==> src/rtl/addsub_seq_ctrl_if.sv <==
// Request/result handshake bundle for addsub_seq_ctrl.
// Define ADDSUB_SEQ_FLAGS_EN to add the zero_flag/neg_flag result qualifiers.
interface addsub_seq_ctrl_if #(
  parameter int WIDTH = 16
);
  logic             start_valid;
  logic             start_ready;
  logic [WIDTH-1:0] op_a;
  logic [WIDTH-1:0] op_b;
  logic             op_sub;
  logic             res_valid;
  logic             res_ready;
  logic [WIDTH-1:0] result;
  logic             carry_out;
  logic             overflow;
  logic             busy;
`ifdef ADDSUB_SEQ_FLAGS_EN
  logic             zero_flag;
  logic             neg_flag;

  modport master (
    output start_valid, op_a, op_b, op_sub, res_ready,
    input  start_ready, res_valid, result, carry_out, overflow, busy,
           zero_flag, neg_flag
  );

  modport slave (
    input  start_valid, op_a, op_b, op_sub, res_ready,
    output start_ready, res_valid, result, carry_out, overflow, busy,
           zero_flag, neg_flag
  );
`else
  modport master (
    output start_valid, op_a, op_b, op_sub, res_ready,
    input  start_ready, res_valid, result, carry_out, overflow, busy
  );

  modport slave (
    input  start_valid, op_a, op_b, op_sub, res_ready,
    output start_ready, res_valid, result, carry_out, overflow, busy
  );
`endif
endinterface

==> src/rtl/addsub_seq_ctrl.sv <==
// Multi-word add/subtract built from a 4-bit slice, one nibble per clock, LSB first.
// Optional feature macro: ADDSUB_SEQ_FLAGS_EN (adds registered zero_flag / neg_flag).
module addsub_seq_ctrl #(
  parameter int WIDTH = 16
) (
  input  logic               clk,
  input  logic               rst_n,
  addsub_seq_ctrl_if.slave   bus
);
  localparam int NIB  = WIDTH / 4;
  localparam int IDXW = (NIB > 1) ? $clog2(NIB) : 1;

  typedef enum logic [1:0] {
    IDLE = 2'd0,
    RUN  = 2'd1,
    DONE = 2'd2
  } state_t;

  state_t                 state;
  logic [NIB-1:0][3:0]    a_q;
  logic [NIB-1:0][3:0]    b_q;
  logic                   sub_q;
  logic [IDXW-1:0]        idx;
  logic                   cin_q;
  logic [NIB-1:0][3:0]    result_q;
  logic                   carry_q;
  logic                   ovf_q;
  logic                   res_valid_q;
  logic                   start_ready_q;
  logic                   busy_q;

  logic [3:0]             a_nib;
  logic [3:0]             b_nib;
  logic [4:0]             slice_sum;
  logic                   c3;
  logic                   c4;
  logic                   last_nib;
  logic [NIB-1:0][3:0]    result_next;

  // The 4-bit slice; carry into bit 3 is recovered from the sum bit and its two inputs.
  always_comb begin
    a_nib       = a_q[idx];
    b_nib       = b_q[idx] ^ {4{sub_q}};
    slice_sum   = {1'b0, a_nib} + {1'b0, b_nib} + {4'b0000, cin_q};
    c4          = slice_sum[4];
    c3          = a_nib[3] ^ b_nib[3] ^ slice_sum[3];
    last_nib    = (idx == IDXW'(NIB - 1));
    result_next = result_q;
    result_next[idx] = slice_sum[3:0];
  end

`ifdef ADDSUB_SEQ_FLAGS_EN
  logic zero_q;
  logic neg_q;
`endif

  always_ff @(posedge clk or negedge rst_n) begin
    if (!rst_n) begin
      state         <= IDLE;
      a_q           <= '0;
      b_q           <= '0;
      sub_q         <= 1'b0;
      idx           <= '0;
      cin_q         <= 1'b0;
      result_q      <= '0;
      carry_q       <= 1'b0;
      ovf_q         <= 1'b0;
      res_valid_q   <= 1'b0;
      start_ready_q <= 1'b1;
      busy_q        <= 1'b0;
`ifdef ADDSUB_SEQ_FLAGS_EN
      zero_q        <= 1'b0;
      neg_q         <= 1'b0;
`endif
    end else begin
      case (state)
        IDLE: begin
          if (bus.start_valid) begin
            a_q           <= bus.op_a;
            b_q           <= bus.op_b;
            sub_q         <= bus.op_sub;
            cin_q         <= bus.op_sub;
            idx           <= '0;
            start_ready_q <= 1'b0;
            busy_q        <= 1'b1;
            state         <= RUN;
          end
        end
        RUN: begin
          result_q <= result_next;
          cin_q    <= c4;
          if (last_nib) begin
            carry_q     <= c4;
            ovf_q       <= c3 ^ c4;
            idx         <= '0;
            res_valid_q <= 1'b1;
            state       <= DONE;
`ifdef ADDSUB_SEQ_FLAGS_EN
            zero_q      <= (result_next == '0);
            neg_q       <= result_next[NIB-1][3];
`endif
          end else begin
            idx <= idx + 1'b1;
          end
        end
        DONE: begin
          // start_ready only returns here, so a new request waits for the next IDLE edge.
          if (bus.res_ready) begin
            res_valid_q   <= 1'b0;
            busy_q        <= 1'b0;
            start_ready_q <= 1'b1;
            state         <= IDLE;
          end
        end
        default: begin
          res_valid_q   <= 1'b0;
          busy_q        <= 1'b0;
          start_ready_q <= 1'b1;
          state         <= IDLE;
        end
      endcase
    end
  end

  assign bus.start_ready = start_ready_q;
  assign bus.res_valid   = res_valid_q;
  assign bus.result      = result_q;
  assign bus.carry_out   = carry_q;
  assign bus.overflow    = ovf_q;
  assign bus.busy        = busy_q;
`ifdef ADDSUB_SEQ_FLAGS_EN
  assign bus.zero_flag   = zero_q;
  assign bus.neg_flag    = neg_q;
`endif

endmodule

==> src/flat_wrapper.sv <==
// flat-port wrapper written by rule: the top's interface ports become plain ports
module addsub_seq_ctrl_flat 
#(
  parameter int WIDTH = 16
)
  (clk, rst_n, bus_start_valid, bus_op_a, bus_op_b, bus_op_sub, bus_res_ready, bus_start_ready, bus_res_valid, bus_result, bus_carry_out, bus_overflow, bus_busy);
  addsub_seq_ctrl_if #(.WIDTH(WIDTH)) bus_i ();
  input  logic clk;
  input  logic rst_n;
  input wire logic [$bits(bus_i.start_valid)-1:0] bus_start_valid;
  input wire logic [$bits(bus_i.op_a)-1:0] bus_op_a;
  input wire logic [$bits(bus_i.op_b)-1:0] bus_op_b;
  input wire logic [$bits(bus_i.op_sub)-1:0] bus_op_sub;
  input wire logic [$bits(bus_i.res_ready)-1:0] bus_res_ready;
  output wire logic [$bits(bus_i.start_ready)-1:0] bus_start_ready;
  output wire logic [$bits(bus_i.res_valid)-1:0] bus_res_valid;
  output wire logic [$bits(bus_i.result)-1:0] bus_result;
  output wire logic [$bits(bus_i.carry_out)-1:0] bus_carry_out;
  output wire logic [$bits(bus_i.overflow)-1:0] bus_overflow;
  output wire logic [$bits(bus_i.busy)-1:0] bus_busy;
  assign bus_i.start_valid = bus_start_valid;
  assign bus_i.op_a = bus_op_a;
  assign bus_i.op_b = bus_op_b;
  assign bus_i.op_sub = bus_op_sub;
  assign bus_i.res_ready = bus_res_ready;
  assign bus_start_ready = bus_i.start_ready;
  assign bus_res_valid = bus_i.res_valid;
  assign bus_result = bus_i.result;
  assign bus_carry_out = bus_i.carry_out;
  assign bus_overflow = bus_i.overflow;
  assign bus_busy = bus_i.busy;
  addsub_seq_ctrl #(.WIDTH(WIDTH)) u_core (.clk(clk), .rst_n(rst_n), .bus(bus_i));
endmodule
==> config.mk <==
export PLATFORM = sky130hd
export DESIGN_NAME = addsub_seq_ctrl_flat
export DESIGN_NICKNAME = d
export VERILOG_FILES = /design/src/rtl/addsub_seq_ctrl_if.sv /design/src/rtl/addsub_seq_ctrl.sv /design/src/flat_wrapper.sv
export SDC_FILE = /design/constraint.sdc
export NUM_CORES = 1
export LEC_CHECK = 0
export CAP_MARGIN = 20
export CELL_PAD_IN_SITES_DETAIL_PLACEMENT = 0
export CELL_PAD_IN_SITES_GLOBAL_PLACEMENT = 2
export CORE_MARGIN = 1
export CORE_UTILIZATION = 33
export CTS_BUF_LIST = sky130_fd_sc_hd__clkbuf_16
export DETAILED_ROUTE_END_ITERATION = 12
export GPL_ROUTABILITY_DRIVEN = 0
export GPL_TIMING_DRIVEN = 0
export PLACE_DENSITY_LB_ADDON = 0.1
export REMOVE_ABC_BUFFERS = 1
export SLEW_MARGIN = 15
export SYNTH_ARGS = -nofsm -noshare
export SYNTH_HDL_FRONTEND = slang
export SYNTH_SLANG_ARGS = --single-unit
==> constraint.sdc <==
create_clock -name clk -period 5.55 [get_ports clk]
set_clock_uncertainty 0.15 [all_clocks]
set_input_delay 1.11 -clock clk [delete_from_list [all_inputs] [get_ports clk]]
set_output_delay 1.11 -clock clk [all_outputs]
set_load 0.02 [all_outputs]
==> results.json, run 1 <==
{
  "rows": 32,
  "period_needed_ns": 3.40,
  "insertedDiodeCount": 0,
  "cp.arrival_ns": 3.43,
  "slew_headroom_pct": 52.7,
  "synthTopCellsByCount": "58 x dfrtp_1, 36 x mux2_2, 24 x nand2_1",
  "status": "complete, no violations",
  "cts_tree": "yes",
  "worst_path_largest_cell_delay_ns": 0.80,
  "dr.pass1.iters": 4,
  "yosysUniqueCellTypes": 30,
  "crit_fanout": 13,
  "synth_compound_area_share_pct": 5.81,
  "wl_per_cell_um": 14.0,
  "vias": 1650,
  "grt_pass1_wl_mm": 8.64,
  "numCtsBuffers": 9,
  "antenna_found_initial": 0,
  "p_sw_share_pct": 36.6,
  "end_kind": "register",
  "cp-start-kind": "register",
  "drcViolationCount": 0,
  "ys_seq_elements": 59,
  "cp.buffers_inverters": 1,
  "syn-cell-area_um2": 2690,
  "peakVddDrop_mv": 0.250,
  "syn_inst": 195,
  "cts_setup_buffers": 0,
  "synth_edf_count": 0,
  "grt_max_degree": 48,
  "p_clk_share_pct": 19.9,
  "ys_dominant_reg_cell": "dfrtp_1",
  "powerDensity_nw_per_um2": 713,
  "synthMuxAreaShare_pct": 22.3,
  "internal-power_w": 0.00164,
  "cts-root-buf": "clkbuf_16",
  "synthSimpleGateAreaFrac_pct": 6.55,
  "cp_top_family": "flip-flops",
  "required_ns": 5.58,
  "drtAntennaViolNets": 0,
  "power_switching_w": 0.000944,
  "clock_latency_ns": 0.32,
  "fin_crit_sh_pct": 61.3,
  "die_area_um2": 8520,
  "io_pins": 58,
  "drt-total-wl_mm": 5.06,
  "nets": 302,
  "yosysWarnings": 0,
  "min_path_type": "reg2reg",
  "cts_max_level": 3,
  "synthTopCellsByArea": "dfrtp_1 54%, mux2_2 15%, mux4_2 6.7%",
  "synth_xor_area_share_pct": 2.28,
  "viasPerCell": 4.56,
  "maxCapViolCount": 0,
  "crit_slowest_cell": "dfrtp_1",
  "die_y_um": 92.3,
  "synth.most_common_cell": "dfrtp_1",
  "core_um2": 7810,
  "leakagePower_nw": 1.54,
  "rsz0062_at_grt": "no",
  "hold_buffers": 0,
  "grt_overflow": 0,
  "drt_iter0_drc": 29,
  "comb_power_share_pct": 48.5,
  "path_common_cell": "fa_1",
  "ctsResizeCount": 0,
  "fin_util_pct": 46.4,
  "hold_viol_final": 0,
  "path_cells": "mux4_2, xnor2_1, fa_1, inv_1, fa_1, a21o_1, a21oi_1, xor2_1, o21ai_0",
  "first_global_vias": 1626,
  "yosysTopAreaCellShare_pct": 53.9,
  "syn_avg_cell_area_um2": 13.8,
  "seq_power_share_pct": 31.6,
  "die_x_um": 92.3,
  "setup_violations": 0,
  "synth-seq-area-share_pct": 54.9,
  "worst_slew_pin_slew_ns": 0.710,
  "hpwl_mm": 3.56,
  "start_util_pct": 34.5,
  "grt_usage_pct": 13.6,
  "synth_top_family_by_area": "multiplexers",
  "clk_pin_slew_worst_paths_ns": 0.05,
  "areaGrowthSynthToFinish_pct": 34.5,
  "crit_type": "reg2reg",
  "clk_path_buf_depth": 2,
  "slew_viol_final": 0,
  "fmax_ghz": 0.294,
  "numPortBuffers": 57,
  "synthAdderAreaFrac_pct": 4.74,
  "layout-drive-gt1-share_pct": 24.2,
  "cts.sinks": 59,
  "synth.largest_area_cell": "dfrtp_1",
  "tns_ns": 0,
  "synth-async-reset-ratio_pct": 100
}
tightest hold or removal path: stages, from the launching register on:
cell and delay, ns:
dfrtp_1 0.33, nand2_1 0.04, o21ai_0 0.05
power groups by stage:
stage	clock network, W	registers [W]	logic, W
after detailed placement	0	0.000828	0.00127
after global placement	0	0.000824	0.00126
after global routing	0.000552	0.000850	0.00140
after floorplan	0	0.000864	0.000813
after CTS	0.000531	0.000822	0.00128
final	0.000514	0.000814	0.00125
layout make-up:
| cell class | count | area (um2) |
|---|---|---|
| fillers | 745 | 4190 |
| flip-flops and latches | 59 | 1480 |
| repair buffers | 58 | 596 |
| clock inverters | 6 | 50.0 |
| clock buffers | 9 | 225 |
| inverters | 6 | 22.5 |
| multi-input cells | 122 | 1120 |
| well taps | 102 | 128 |
stage by stage:
step                      hold slack (ns)  instances  power (W)  instance area, um2  worst slack [ns]
after floorplan                     0.325        187    0.00168                2620              2.61
after global placement              0.311        346    0.00208                3320              1.18
after detailed placement            0.319        347    0.00210                3350              2.06
after CTS                           0.330        362    0.00263                3620              2.05
after global routing                0.346        362    0.00280                3620              1.84
final                               0.320        362    0.00258                3620              2.15
cell usage in the layout, fill, tap and decap left out, types with 2 or more instances in the layout:
cell type         n
mux4_2            8
inv_1             8
o21ai_0          16
xor2_1            4
clkdlybuf4s50_1  56
nor3_1            2
ha_1              7
clkbuf_16         9
xnor2_1           3
nand2_1          24
dfrtp_1          58
nor2_1            2
a21oi_1           5
mux2_2           36
clkinv_1          2
fa_1              2
logic make-up (layout without fill, tap and decap cells):
family | Yosys count | after routing
AOI/OAI and AO/OA | 27 | 27
xor gates and xnor gates | 7 | 7
adders and majority gates | 9 | 9
buffers and inverters | 14 | 79
DFF | 59 | 59
muxes | 45 | 45
and+or+nand+nor | 34 | 34
registers in the layout, summed over array words and instances (netlist names):
register / cells
u_core.bus.overflow: 1
u_core.bus.busy: 1
u_core.state: 2
u_core.sub_q: 1
u_core.bus.result: 16
u_core.idx: 2
u_core.cin_q: 1
u_core.a_q: 16
u_core.bus.start_ready: 1
u_core.b_q: 16
u_core.bus.carry_out: 1
u_core.bus.res_valid: 1
metal layers:
metal / GRT usage, % / share of wire, %
met1: 19.1 / 50
met2: 19.4 / 44
met3: 4.11 / 4.3
met4: 5.47 / 1.6
met5: 0 / 0
final timing paths:
kind / cells past startpoint / startpoint / slack [ns] / endpoint
worst max-delay path: 9 / u_core.idx[0]$_DFFE_PN0P_ / 2.15 / u_core.bus.overflow$_DFFE_PN0P_
worst min-delay path: 2 / u_core.bus.result[4]$_DFFE_PN0P_ / 0.32 / u_core.bus.result[4]$_DFFE_PN0P_
worst max register to register: 9 / u_core.idx[0]$_DFFE_PN0P_ / 2.15 / u_core.bus.overflow$_DFFE_PN0P_
worst min register to register: 2 / u_core.bus.result[4]$_DFFE_PN0P_ / 0.32 / u_core.bus.result[4]$_DFFE_PN0P_
max in group asynchronous: 2 / rst_n / 4.25 / u_core.a_q[7]$_DFFE_PN0P_
min in group asynchronous: 1 / rst_n / 0.50 / u_core.bus.busy$_DFFE_PN0P_
No activity file was read; power rests on OpenSTA's default activity.
==> run 2: changes to the inputs <==
- CORE_UTILIZATION: 33 -> 31
- clock period: 5.55 -> 3 ns (I/O delays scaled with it)
==> results.json, run 2 (synthesis results as in run 1) <==
{
  "hold_viol_final": 0,
  "wl_per_cell_um": 14.4,
  "areaGrowthSynthToFinish_pct": 38.0,
  "cp-start-kind": "register",
  "viasPerCell": 4.55,
  "internal-power_w": 0.00326,
  "ff2ff_setup_slack_ns": 0.23,
  "rsz0062_at_grt": "no",
  "clk_path_buf_depth": 2,
  "grt_pass1_wl_mm": 9.03,
  "peakVddDrop_mv": 0.463,
  "min_path_type": "in2async",
  "grt_usage_pct": 13.6,
  "hold_buffers": 0,
  "power_switching_w": 0.00182,
  "cts.sinks": 59,
  "die_y_um": 95.2,
  "vias": 1678,
  "slew_headroom_pct": 60.7,
  "dp.cells": 350,
  "slew_viol_final": 0,
  "worst_slew_pin_slew_ns": 0.590,
  "numCtsBuffers": 9,
  "io_pins": 58,
  "cts_tree": "yes",
  "dr.pass1.iters": 6,
  "fmax_ghz": 0.361,
  "numPortBuffers": 57,
  "status": "complete, no violations",
  "rows": 33,
  "cts-root-buf": "clkbuf_16",
  "mostFrequentLayoutCells": "56 x clkdlybuf4s50_1, 56 x dfrtp_1, 36 x mux2_2",
  "powerDensity_nw_per_um2": 1370,
  "antenna_found_initial": 0,
  "seq_power_share_pct": 29.3,
  "drt_iter0_drc": 41,
  "clock_latency_ns": 0.31,
  "hpwl_mm": 3.72,
  "comb_power_share_pct": 48.2,
  "p_clk_share_pct": 22.5,
  "cts_max_level": 3,
  "grt_overflow": 0,
  "placed_cell_area_um2": 3340,
  "period_needed_ns": 2.77,
  "die_area_um2": 9060,
  "die_x_um": 95.2,
  "core_um2": 8300,
  "cp.arrival_ns": 2.80,
  "start_util_pct": 32.4,
  "setup_violations": 0,
  "maxCapViolCount": 0,
  "crit_fanout": 3,
  "first_global_vias": 1726,
  "finalInstanceArea_um2": 3720,
  "nets": 305,
  "p_sw_share_pct": 35.8,
  "fin_crit_sh_pct": 92.4,
  "required_ns": 3.03,
  "clk_pin_slew_worst_paths_ns": 0.05,
  "end_kind": "register",
  "drt-total-wl_mm": 5.31,
  "drtAntennaViolNets": 0,
  "leakagePower_nw": 1.58,
  "layout-drive-gt1-share_pct": 27.7,
  "grt_max_degree": 35,
  "crit_type": "reg2reg",
  "hold_ws_ns": 0.0539,
  "drcViolationCount": 0,
  "insertedDiodeCount": 0,
  "layoutNonFillerInstCount": 369
}
run 2: changes by cell type in the layout (fill, tap and decap cells not counted), moves of 2 or more:
| cell | change |
|---|---|
| bufinv_16 | +2 |
| dfrtp_1 | -2 |
| dfrtp_4 | +2 |
| buf_4 | +3 |
run 2: per-layer routing:
metal / global-route usage (%) / wire length [um] / vias to the layer above
met3: 3.51 / 236 / 4
met1: 19.0 / 2560 / 813
li1: - / - / 819
met4: 6.06 / 54 / 0
met2: 19.8 / 2460 / 42
met5: 0 / 0 / -
run 2: path summary, 6_finish.rpt:
kind | startpoint | end | cells past startpoint
worst max-delay path | u_core.idx[0]$_DFFE_PN0P_ | u_core.bus.overflow$_DFFE_PN0P_ | 9
worst min-delay path | rst_n | u_core.bus.busy$_DFFE_PN0P_ | 1
worst max register to register | u_core.idx[0]$_DFFE_PN0P_ | u_core.bus.overflow$_DFFE_PN0P_ | 9
worst min register to register | u_core.bus.result[2]$_DFFE_PN0P_ | u_core.bus.result[2]$_DFFE_PN0P_ | 2
max in group asynchronous | rst_n | u_core.idx[0]$_DFFE_PN0P_ | 2
min in group clk | u_core.bus.result[2]$_DFFE_PN0P_ | u_core.bus.result[2]$_DFFE_PN0P_ | 2
run 2: worst max-delay path, cell delays in order (launching register included):
cell     delay [ns]
dfrtp_4        0.44
mux4_2         0.55
xnor2_2        0.16
fa_1           0.23
inv_1          0.06
fa_1           0.39
a21o_1         0.21
a21oi_2        0.21
xor2_1         0.16
o21ai_0        0.08
run 2: power groups by stage:
stage / combinational (W) / sequential (W) / clock, W
5_1_grt: 0.00275 / 0.00156 / 0.00121
3_5_place_dp: 0.00242 / 0.00153 / 0
2_1_floorplan: 0.00150 / 0.00160 / 0
3_3_place_gp: 0.00239 / 0.00153 / 0
6_report: 0.00245 / 0.00149 / 0.00114
4_1_cts: 0.00253 / 0.00149 / 0.00117
run 2: what timing repair did:
action,in CTS,in global routing
pin swaps,0,0
buffers inserted,3,0
cloned,0,0
resized for setup,4,2
setup endpoints to repair,15,1
run 2: layout make-up:
type,count,area [um2]
Timing Repair Buffer,61,611
Tap cell,105,131
Fill cell,770,4580
Sequential cell,59,1490
Inverter,6,22.5
Clock buffer,9,225
Multi-Input combinational cell,122,1130
Clock inverter,7,108
run 2: metrics by stage:
| stage | worst slack (ns) | util [%] | total power, W | TNS, ns |
|---|---|---|---|---|
| after floorplan | 0.0618 | - | 0.00310 | 0 |
| after global placement | -0.900 | 40.1 | 0.00391 | -54.67 |
| after detailed placement | -0.485 | 40.3 | 0.00396 | -2.83 |
| after CTS | 0.118 | 44.7 | 0.00519 | 0 |
| after global routing | 0.0605 | 44.8 | 0.00552 | 0 |
| final | 0.228 | 44.8 | 0.00508 | 0 |
